**src/rtl/load_store_unit.sv**
```systemverilog
// Memory-stage load/store engine: formats stores, extends loads,
// and runs one req/ack transaction at a time on the data bus.
module load_store_unit #(
  parameter int unsigned TIMEOUT_CYCLES = 16,
  parameter int unsigned CNT_W          = 8
) (
  input  logic        clk,
  input  logic        rst_n,
  input  logic        req_valid,
  input  logic        req_write,
  input  logic [2:0]  req_funct3,
  input  logic [31:0] req_addr,
  input  logic [31:0] req_wdata,
  output logic        busy,
  output logic        load_valid,
  output logic [31:0] load_data,
  output logic        exc_valid,
  output logic [1:0]  exc_code,
  output logic        mem_req,
  output logic        mem_we,
  output logic [31:0] mem_addr,
  output logic [31:0] mem_wdata,
  output logic [3:0]  mem_be,
  input  logic        mem_ack,
  input  logic [31:0] mem_rdata
);

  typedef enum logic [1:0] {
    S_IDLE,
    S_WAIT,
    S_RESP,
    S_EXC
  } state_e;

  state_e state_q, state_d;

  logic [CNT_W-1:0] cnt_q, cnt_d, cnt_inc;
  logic             we_q, we_d;
  logic [2:0]       f3_q, f3_d;
  logic [1:0]       off_q, off_d;
  logic [31:0]      addr_q, addr_d;
  logic [31:0]      wdata_q, wdata_d;
  logic [3:0]       be_q, be_d;
  logic [31:0]      ldata_q, ldata_d;
  logic [1:0]       exc_q, exc_d;

  logic        illegal;
  logic        misal;
  logic        accept;
  logic        tmo_hit;
  logic [31:0] fmt_wdata;
  logic [3:0]  fmt_be;
  logic [7:0]  bsel;
  logic [15:0] hsel;
  logic [31:0] ext;

  always_comb begin
    illegal = 1'b0;
    misal   = 1'b0;
    if (req_write) begin
      illegal = req_funct3[2] | (req_funct3[1:0] == 2'b11);
    end else begin
      illegal = (req_funct3[1:0] == 2'b11)
              | (req_funct3 == 3'b110);
    end
    unique case (1'b1)
      req_funct3[1:0] == 2'b01: misal = req_addr[0];
      req_funct3[1:0] == 2'b10: misal = |req_addr[1:0];
      default:                  misal = 1'b0;
    endcase
  end

  // Byte/half store data is replicated across lanes; be picks the lane.
  always_comb begin
    fmt_wdata = '0;
    fmt_be    = 4'hF;
    if (req_write) begin
      unique case (1'b1)
        req_funct3[1:0] == 2'b00: begin
          fmt_wdata = {4{req_wdata[7:0]}};
          fmt_be    = 4'b0001 << req_addr[1:0];
        end
        req_funct3[1:0] == 2'b01: begin
          fmt_wdata = {2{req_wdata[15:0]}};
          fmt_be    = req_addr[1] ? 4'b1100 : 4'b0011;
        end
        default: begin
          fmt_wdata = req_wdata;
          fmt_be    = 4'hF;
        end
      endcase
    end
  end

  always_comb begin
    bsel = mem_rdata[{off_q, 3'b000} +: 8];
    hsel = mem_rdata[{off_q[1], 4'b0000} +: 16];
    unique case (1'b1)
      f3_q == 3'b000: ext = {{24{bsel[7]}}, bsel};
      f3_q == 3'b001: ext = {{16{hsel[15]}}, hsel};
      f3_q == 3'b100: ext = {24'd0, bsel};
      f3_q == 3'b101: ext = {16'd0, hsel};
      default:        ext = mem_rdata;
    endcase
  end

  assign accept  = (state_q == S_IDLE) & req_valid
                 & ~illegal & ~misal;
  assign cnt_inc = cnt_q + 1'b1;
  assign tmo_hit = (TIMEOUT_CYCLES != 0)
                 && (cnt_inc == CNT_W'(TIMEOUT_CYCLES));

  always_comb begin
    state_d = state_q;
    cnt_d   = cnt_q;
    we_d    = we_q;
    f3_d    = f3_q;
    off_d   = off_q;
    addr_d  = addr_q;
    wdata_d = wdata_q;
    be_d    = be_q;
    ldata_d = ldata_q;
    exc_d   = exc_q;
    unique case (state_q)
      S_IDLE: begin
        if (req_valid) begin
          if (illegal) begin
            exc_d   = 2'b10;
            state_d = S_EXC;
          end else if (misal) begin
            exc_d   = 2'b01;
            state_d = S_EXC;
          end else begin
            we_d    = req_write;
            f3_d    = req_funct3;
            off_d   = req_addr[1:0];
            addr_d  = {req_addr[31:2], 2'b00};
            wdata_d = fmt_wdata;
            be_d    = fmt_be;
            cnt_d   = '0;
            state_d = S_WAIT;
          end
        end
      end
      S_WAIT: begin
        // An ack in the timeout cycle still completes the access.
        if (mem_ack) begin
          if (!we_q) ldata_d = ext;
          state_d = S_RESP;
        end else begin
          cnt_d = cnt_inc;
          if (tmo_hit) begin
            exc_d   = 2'b11;
            state_d = S_EXC;
          end
        end
      end
      S_RESP:  state_d = S_IDLE;
      S_EXC:   state_d = S_IDLE;
      default: state_d = S_IDLE;
    endcase
  end

  always_ff @(posedge clk or negedge rst_n) begin
    if (!rst_n) begin
      state_q <= S_IDLE;
      cnt_q   <= '0;
      we_q    <= 1'b0;
      f3_q    <= 3'b000;
      off_q   <= 2'b00;
      addr_q  <= '0;
      wdata_q <= '0;
      be_q    <= 4'h0;
      ldata_q <= '0;
      exc_q   <= 2'b00;
    end else begin
      state_q <= state_d;
      cnt_q   <= cnt_d;
      we_q    <= we_d;
      f3_q    <= f3_d;
      off_q   <= off_d;
      addr_q  <= addr_d;
      wdata_q <= wdata_d;
      be_q    <= be_d;
      ldata_q <= ldata_d;
      exc_q   <= exc_d;
    end
  end

  assign busy       = rst_n & ((state_q == S_WAIT) | accept);
  assign mem_req    = (state_q == S_WAIT);
  assign mem_we     = we_q & mem_req;
  assign mem_addr   = addr_q;
  assign mem_wdata  = wdata_q;
  assign mem_be     = be_q;
  assign load_valid = (state_q == S_RESP) & ~we_q;
  assign load_data  = ldata_q;
  assign exc_valid  = (state_q == S_EXC);
  assign exc_code   = exc_q;

endmodule

```
**config.mk**
```make
export PLATFORM = sky130hd
export DESIGN_NAME = load_store_unit
export DESIGN_NICKNAME = d
export VERILOG_FILES = /design/src/rtl/load_store_unit.sv
export SDC_FILE = /design/constraint.sdc
export NUM_CORES = 1
export LEC_CHECK = 0
export ABC_AREA = 1
export BUFFER_PORTS_ARGS = -buffer_cell sky130_fd_sc_hd__buf_2
export CORE_UTILIZATION = 35
export DETAILED_ROUTE_END_ITERATION = 12
export SETUP_SLACK_MARGIN = 0.2
export SYNTH_ARGS = -nofsm -noshare
export SYNTH_HDL_FRONTEND = slang
export SYNTH_SLANG_ARGS = --single-unit
```
**constraint.sdc**
```tcl
create_clock -name clk -period 4.7 [get_ports clk]
set_input_delay 0.94 -clock clk [delete_from_list [all_inputs] [get_ports clk]]
set_output_delay 0.94 -clock clk [all_outputs]
set_load 0.05 [all_outputs]
```
* Word-level counts from Yosys, hierarchy flattened
Cells that the tools add are included.
** Cells by class
- Add/subtract/negate cells :: 1
- Equality and inequality tests :: 18
- Shift operators :: 3
- Multiplexer cells :: 24
- Bitwise gates (word level) :: 12
- Reductions and logical operators :: 11
** Operator list (number)
- $pmux 32 s4 :: 1
- $pmux 32 s2 :: 1
- $mux 32 :: 1
- $mux 8 :: 4
- $shiftx 32x6->16 :: 1
- $shiftx 32x6->8 :: 1
- $mux 2 :: 9
- $pmux 8 s2 :: 1
- $reduce_and 5->1 :: 2
- $eq 3x3->1 const B :: 3
- $add 8x1->8 const B :: 1
- $eq 2x2->1 const B :: 4
- $eq 8x5->1 const B :: 1
- $mux 4 :: 2
- $ne 2x2->1 const B :: 4
- $pmux 4 s2 :: 1
- $and 1x1->1 :: 6
- $pmux 2 s3 :: 1
- $eq 2x1->1 const B :: 2
- $logic_not 2->1 :: 2
- $pmux 2 s2 :: 1
- $reduce_and 4->1 :: 1
- $reduce_or 2->1 :: 2
- $shl 1x2->4 const A :: 1
- 12 further kinds :: 16
** Storage, ports and cells
- Flip-flop bits (word level) :: 116
- Input bits :: 104
- Output and inout bits :: 107
- Word-level logic and storage cells :: 79

* Logic depth before layout (Yosys ltp)
- Depth in word-level cells :: 8
- Gate-level depth with buffers :: 11
- Depth with buffers taken out :: 11

* Worst setup path before layout
No wires, ideal clock.
- Path type :: input port to output port
- Start point :: input port req_funct3[1]
- End point :: output port busy
- Data arrival time :: 2.516 ns
- Data required time :: 3.760 ns
- Slack :: 1.244 ns
- Cell stages on the path :: 8
- Path buffers :: 2
- Cell sequence :: inv_1 clkbuf_1 ha_1 o211ai_2 nand2_2 nor2_8 buf_2 o21a_1
** Between the ends
- Cells in the longest elaborated chain, start to end :: 8
- Elaborated cells on any way between the ends :: 14
- Those cells by class :: 4 x eq/ne; 2 x mux; 8 x bitwise
** RTL lines
- start: declaration :: RTL line 11 : input logic [2:0] req_funct3,
- $eq 3x3->1 / $eq 2x2->1 (equally long branches) :: RTL line 64, 61, 63
- $or 1x1->1, on equally long branches :: RTL line 64, 61
- $mux 1 :: RTL line 60 : if (req_write) begin
- $not 1->1 (no line)
- $and 1x1->1 :: RTL line 108 : & ~illegal & ~misal;
- $and 1x1->1 * :: RTL line 108
- $or 1x1->1 * :: RTL line 190 : assign busy = rst_n & ((state_q == S_WAIT) | accept);
- $and 1x1->1 * :: RTL line 190
- end: declaration :: RTL line 14 : output logic busy,
Mark *: on every way between the ends. The rest lies on a longest branch, timed or not.

* Worst setup path after layout
Ends and elaborated chain as after synthesis.

==> flow_metrics.env <==
export IMPL_met2_usage_pct=30.14
export IMPL_die_area_um2=16630
export IMPL_clk_latency_ps=410
export IMPL_clock_sinks=116
export IMPL_ant_nets=0
export IMPL_layout_nets=1004
export IMPL_met1_usage_pct=25.92
export IMPL_final_cells=1123
export IMPL_vias_per_cell=4.646
export IMPL_crit_slowest_cell="ha_1"
export IMPL_cts_buffers=17
export IMPL_synth_cells=698
export IMPL_portBuffers=208
export IMPL_overflow=0
export IMPL_hold_viol_final=0
export IMPL_dpl_hpwl_mm=11.33
export IMPL_grt_pass1_wl_mm=24.68
export IMPL_grt_use_met3_pct=4.823
export IMPL_p_int_mw=2.867
export IMPL_p_sw_mw=3.035
export IMPL_via_count=5218
export IMPL_drt_pre_antenna_iters=4
export IMPL_ys_ff_latch=116
export IMPL_wire_per_inst_um=14.33
export IMPL_antenna_cells=0
export IMPL_coreArea_um2=15830
export IMPL_max_cap_viol_count=0
export IMPL_start_util_pct=35.64
export IMPL_timing_slew_headroom_pct=48.75
export IMPL_hold_buffers=0
export IMPL_worst_hold_slack_ps=461.0
export IMPL_final_cell_area_um2=7313
export IMPL_setup_violations_final=0
export IMPL_drtIter0Drc=239
export IMPL_finalClockSkew_ps=7.343
export IMPL_worstHoldPathType="reg -> reg"
export IMPL_peakVddDrop_mv=0.3404
export IMPL_p_clk_share_pct=20.7
export IMPL_endpoint_kind="output port"
export IMPL_crit_type="in -> out"
export IMPL_place_area_um2=6764
export IMPL_cts_root_buf="clkbuf_16"
export IMPL_drc=0
export IMPL_clockBufferDepth=2
export IMPL_grt_max_degree=65
export IMPL_yosysWarnings=0
export IMPL_ios=211
export IMPL_p_sw_share_pct=51.42
export IMPL_fmax_mhz=280.1
export IMPL_path_buf_inv=3
export IMPL_first_global_vias=4647
export IMPL_p_leak_nw=3.909
export IMPL_max_stage_delay_ps=520
export IMPL_drv_slew=0
export IMPL_die_w_um=128.9
export IMPL_gr_usage_all_layers_pct=19.32
export IMPL_power_density_nw_per_um2=806.9
export IMPL_synth_xor_area_share_pct=0.3106
export IMPL_final_period_utilization_pct=75.97
export IMPL_seq_area_frac_synth_pct=51.46
export IMPL_cp_top_family="buffers and inverters"
export IMPL_crit_top_cell="buf_2"
export IMPL_synth_top_family_by_area="simple AND/OR/NAND/NOR gates"
export IMPL_outcome="completed"
export IMPL_cts_setup_buffers=0
export IMPL_grt_setup_unrepaired="no"
export IMPL_synthAdderAreaFrac_pct=1.109
export IMPL_syn_cell_area_um2=5640
export IMPL_finalCriticalPeriod_ps=3571
export IMPL_rows=46
export IMPL_critPathLaunchType="input pin"
export IMPL_synthMuxAreaShare_pct=0
export IMPL_htree_num_levels=4
export IMPL_p_total_mw=5.901
export IMPL_crit_arrival_ps=2630
export IMPL_p_seq_share_pct=29.1
export IMPL_gp_congestion=0.8677
export IMPL_dp_cells=1092
export IMPL_tightest_slew_ps=768.8
export IMPL_syn_mean_instance_area_um2=8.081
export IMPL_ys_types=32
export IMPL_cp_required_ps=3760
export IMPL_grt_antenna_before_repair=0
export IMPL_critPathMaxFanout=12
export IMPL_die_h_um=128.9
export IMPL_p_comb_share_pct=50.2
export IMPL_wl_mm=16.10
export IMPL_synthSimpleGateAreaFrac_pct=22.49
export IMPL_cts_tree="done"
export IMPL_clkSlewWorstSetupHoldPaths_ps=50
export IMPL_path_cells="buf_2 > inv_1 > ha_1 > o211ai_2 > nand2_2 > nor2_8 > o21a_1 > buf_2"
export IMPL_synth_compound_area_share_pct=16.22
export IMPL_drive_above_1_share_pct=29.33
export IMPL_fin_setup_tns_ps=0
export IMPL_cts_repair_resized=0
export IMPL_area_growth_pct=29.66
export IMPL_grt_busiest_layer="met2"
[state kept, by name (all words and copies together), names as in the netlist]
register / flops
mem_be: 4
we_q: 1
state_q: 2
load_data: 32
cnt_q: 8
f3_q: 3
exc_code: 2
off_q: 2
mem_wdata: 32
mem_addr: 30
[worst paths after layout]
path	startpoint	to	slack, ps	depth (start not counted)
min in group asynchronous	rst_n	we_q	730	2
worst min-delay path	mem_addr[7]	mem_addr[7]	460	2
max in group asynchronous	rst_n	mem_wdata[16]	2740	3
worst max-delay path	req_funct3[1]	busy	1130	8
worst max register to register	state_q[1]	load_data[16]	2420	6
worst min register to register	mem_addr[7]	mem_addr[7]	460	2
[per-stage QoR]
step,worst slack (ps),util [%]
after global placement,1202,42.74
after CTS,1136,46.21
after floorplan,1244,-
after global routing,1029,46.21
final,1129,46.21
after detailed placement,1126,42.74
[final cells by class]
cell class / count / area (um^2)
clock buffer: 20 / 436.7
timing repair buffer: 211 / 1066
inverter: 66 / 254.0
multi-input combinational: 483 / 2271
clock inverter: 11 / 112.6
sequential: 116 / 2903
fill: 1632 / 8514
tap: 216 / 270.3
[cells in the mapped netlist (all sizes together)]
| master | n | area share, % |
|---|---|---|
| a21oi | 36 | 3.2 |
| a31oi | 9 | 1.0 |
| and2 | 1 | 0.11 |
| buf | 28 | 3.4 |
| clkbuf | 6 | 0.40 |
| clkinv | 1 | 0.089 |
| conb | 1 | 0.066 |
| dfrtp | 116 | 51 |
| ha | 5 | 1.1 |
| inv | 65 | 4.4 |
| nand2 | 231 | 16 |
| nand3 | 19 | 2.0 |
| nor2 | 52 | 4.5 |
| o211a | 1 | 0.18 |
| o211ai | 5 | 0.75 |
| o21a | 1 | 0.13 |
| o21ai | 101 | 9.0 |
| o22ai | 18 | 2.0 |
| xor2 | 2 | 0.31 |
[tightest hold or removal path: stages (launching register included)]
cell and delay, ps:
dfrtp_1 340, nand2_1 50, nand2_1 40
[layout by cell type (no fill, tap or decap), drive strengths merged]
master,synthesis,layout
nand2,231,231
buf,28,211
dfrtp,116,116
o21ai,101,101
inv,65,65
nor2,52,52
a21oi,36,36
clkbuf,6,20
nand3,19,19
o22ai,18,18
a31oi,9,9
clkinv,1,7
ha,5,5
o211ai,5,5
clkinvlp,0,3
xor2,2,2
conb,1,2
bufinv,0,2
o21a,1,1
o211a,1,1
and2,1,1
[layer usage]
layer	up-vias	part of all wire [%]
met5	-	0
met4	0	1.7
met3	18	5.0
met2	147	47
met1	2396	46
li1	2657	-
[cells by family (layout without fill, tap and decap cells)]
kind of cell	count (synthesis)	in the layout
AND/OR/NAND/NOR	303	303
AO/OA/AOI/OAI	171	171
other	1	2
flip-flops	116	116
buffers and inverters	100	308
XOR/XNOR	2	2
adder cells (fa/ha/maj)	5	5
[power groups by stage]
stage | Clock (mW) | Sequential, mW | Combinational, mW
4_1_cts | 1.25 | 1.71 | 2.99
3_3_place_gp | 0 | 1.72 | 2.96
6_report | 1.22 | 1.72 | 2.96
5_1_grt | 1.29 | 1.78 | 3.19
3_5_place_dp | 0 | 1.72 | 2.99
2_1_floorplan | 0 | 3.01 | 0.994
Note: power is estimated with default switching activity, not from simulation.
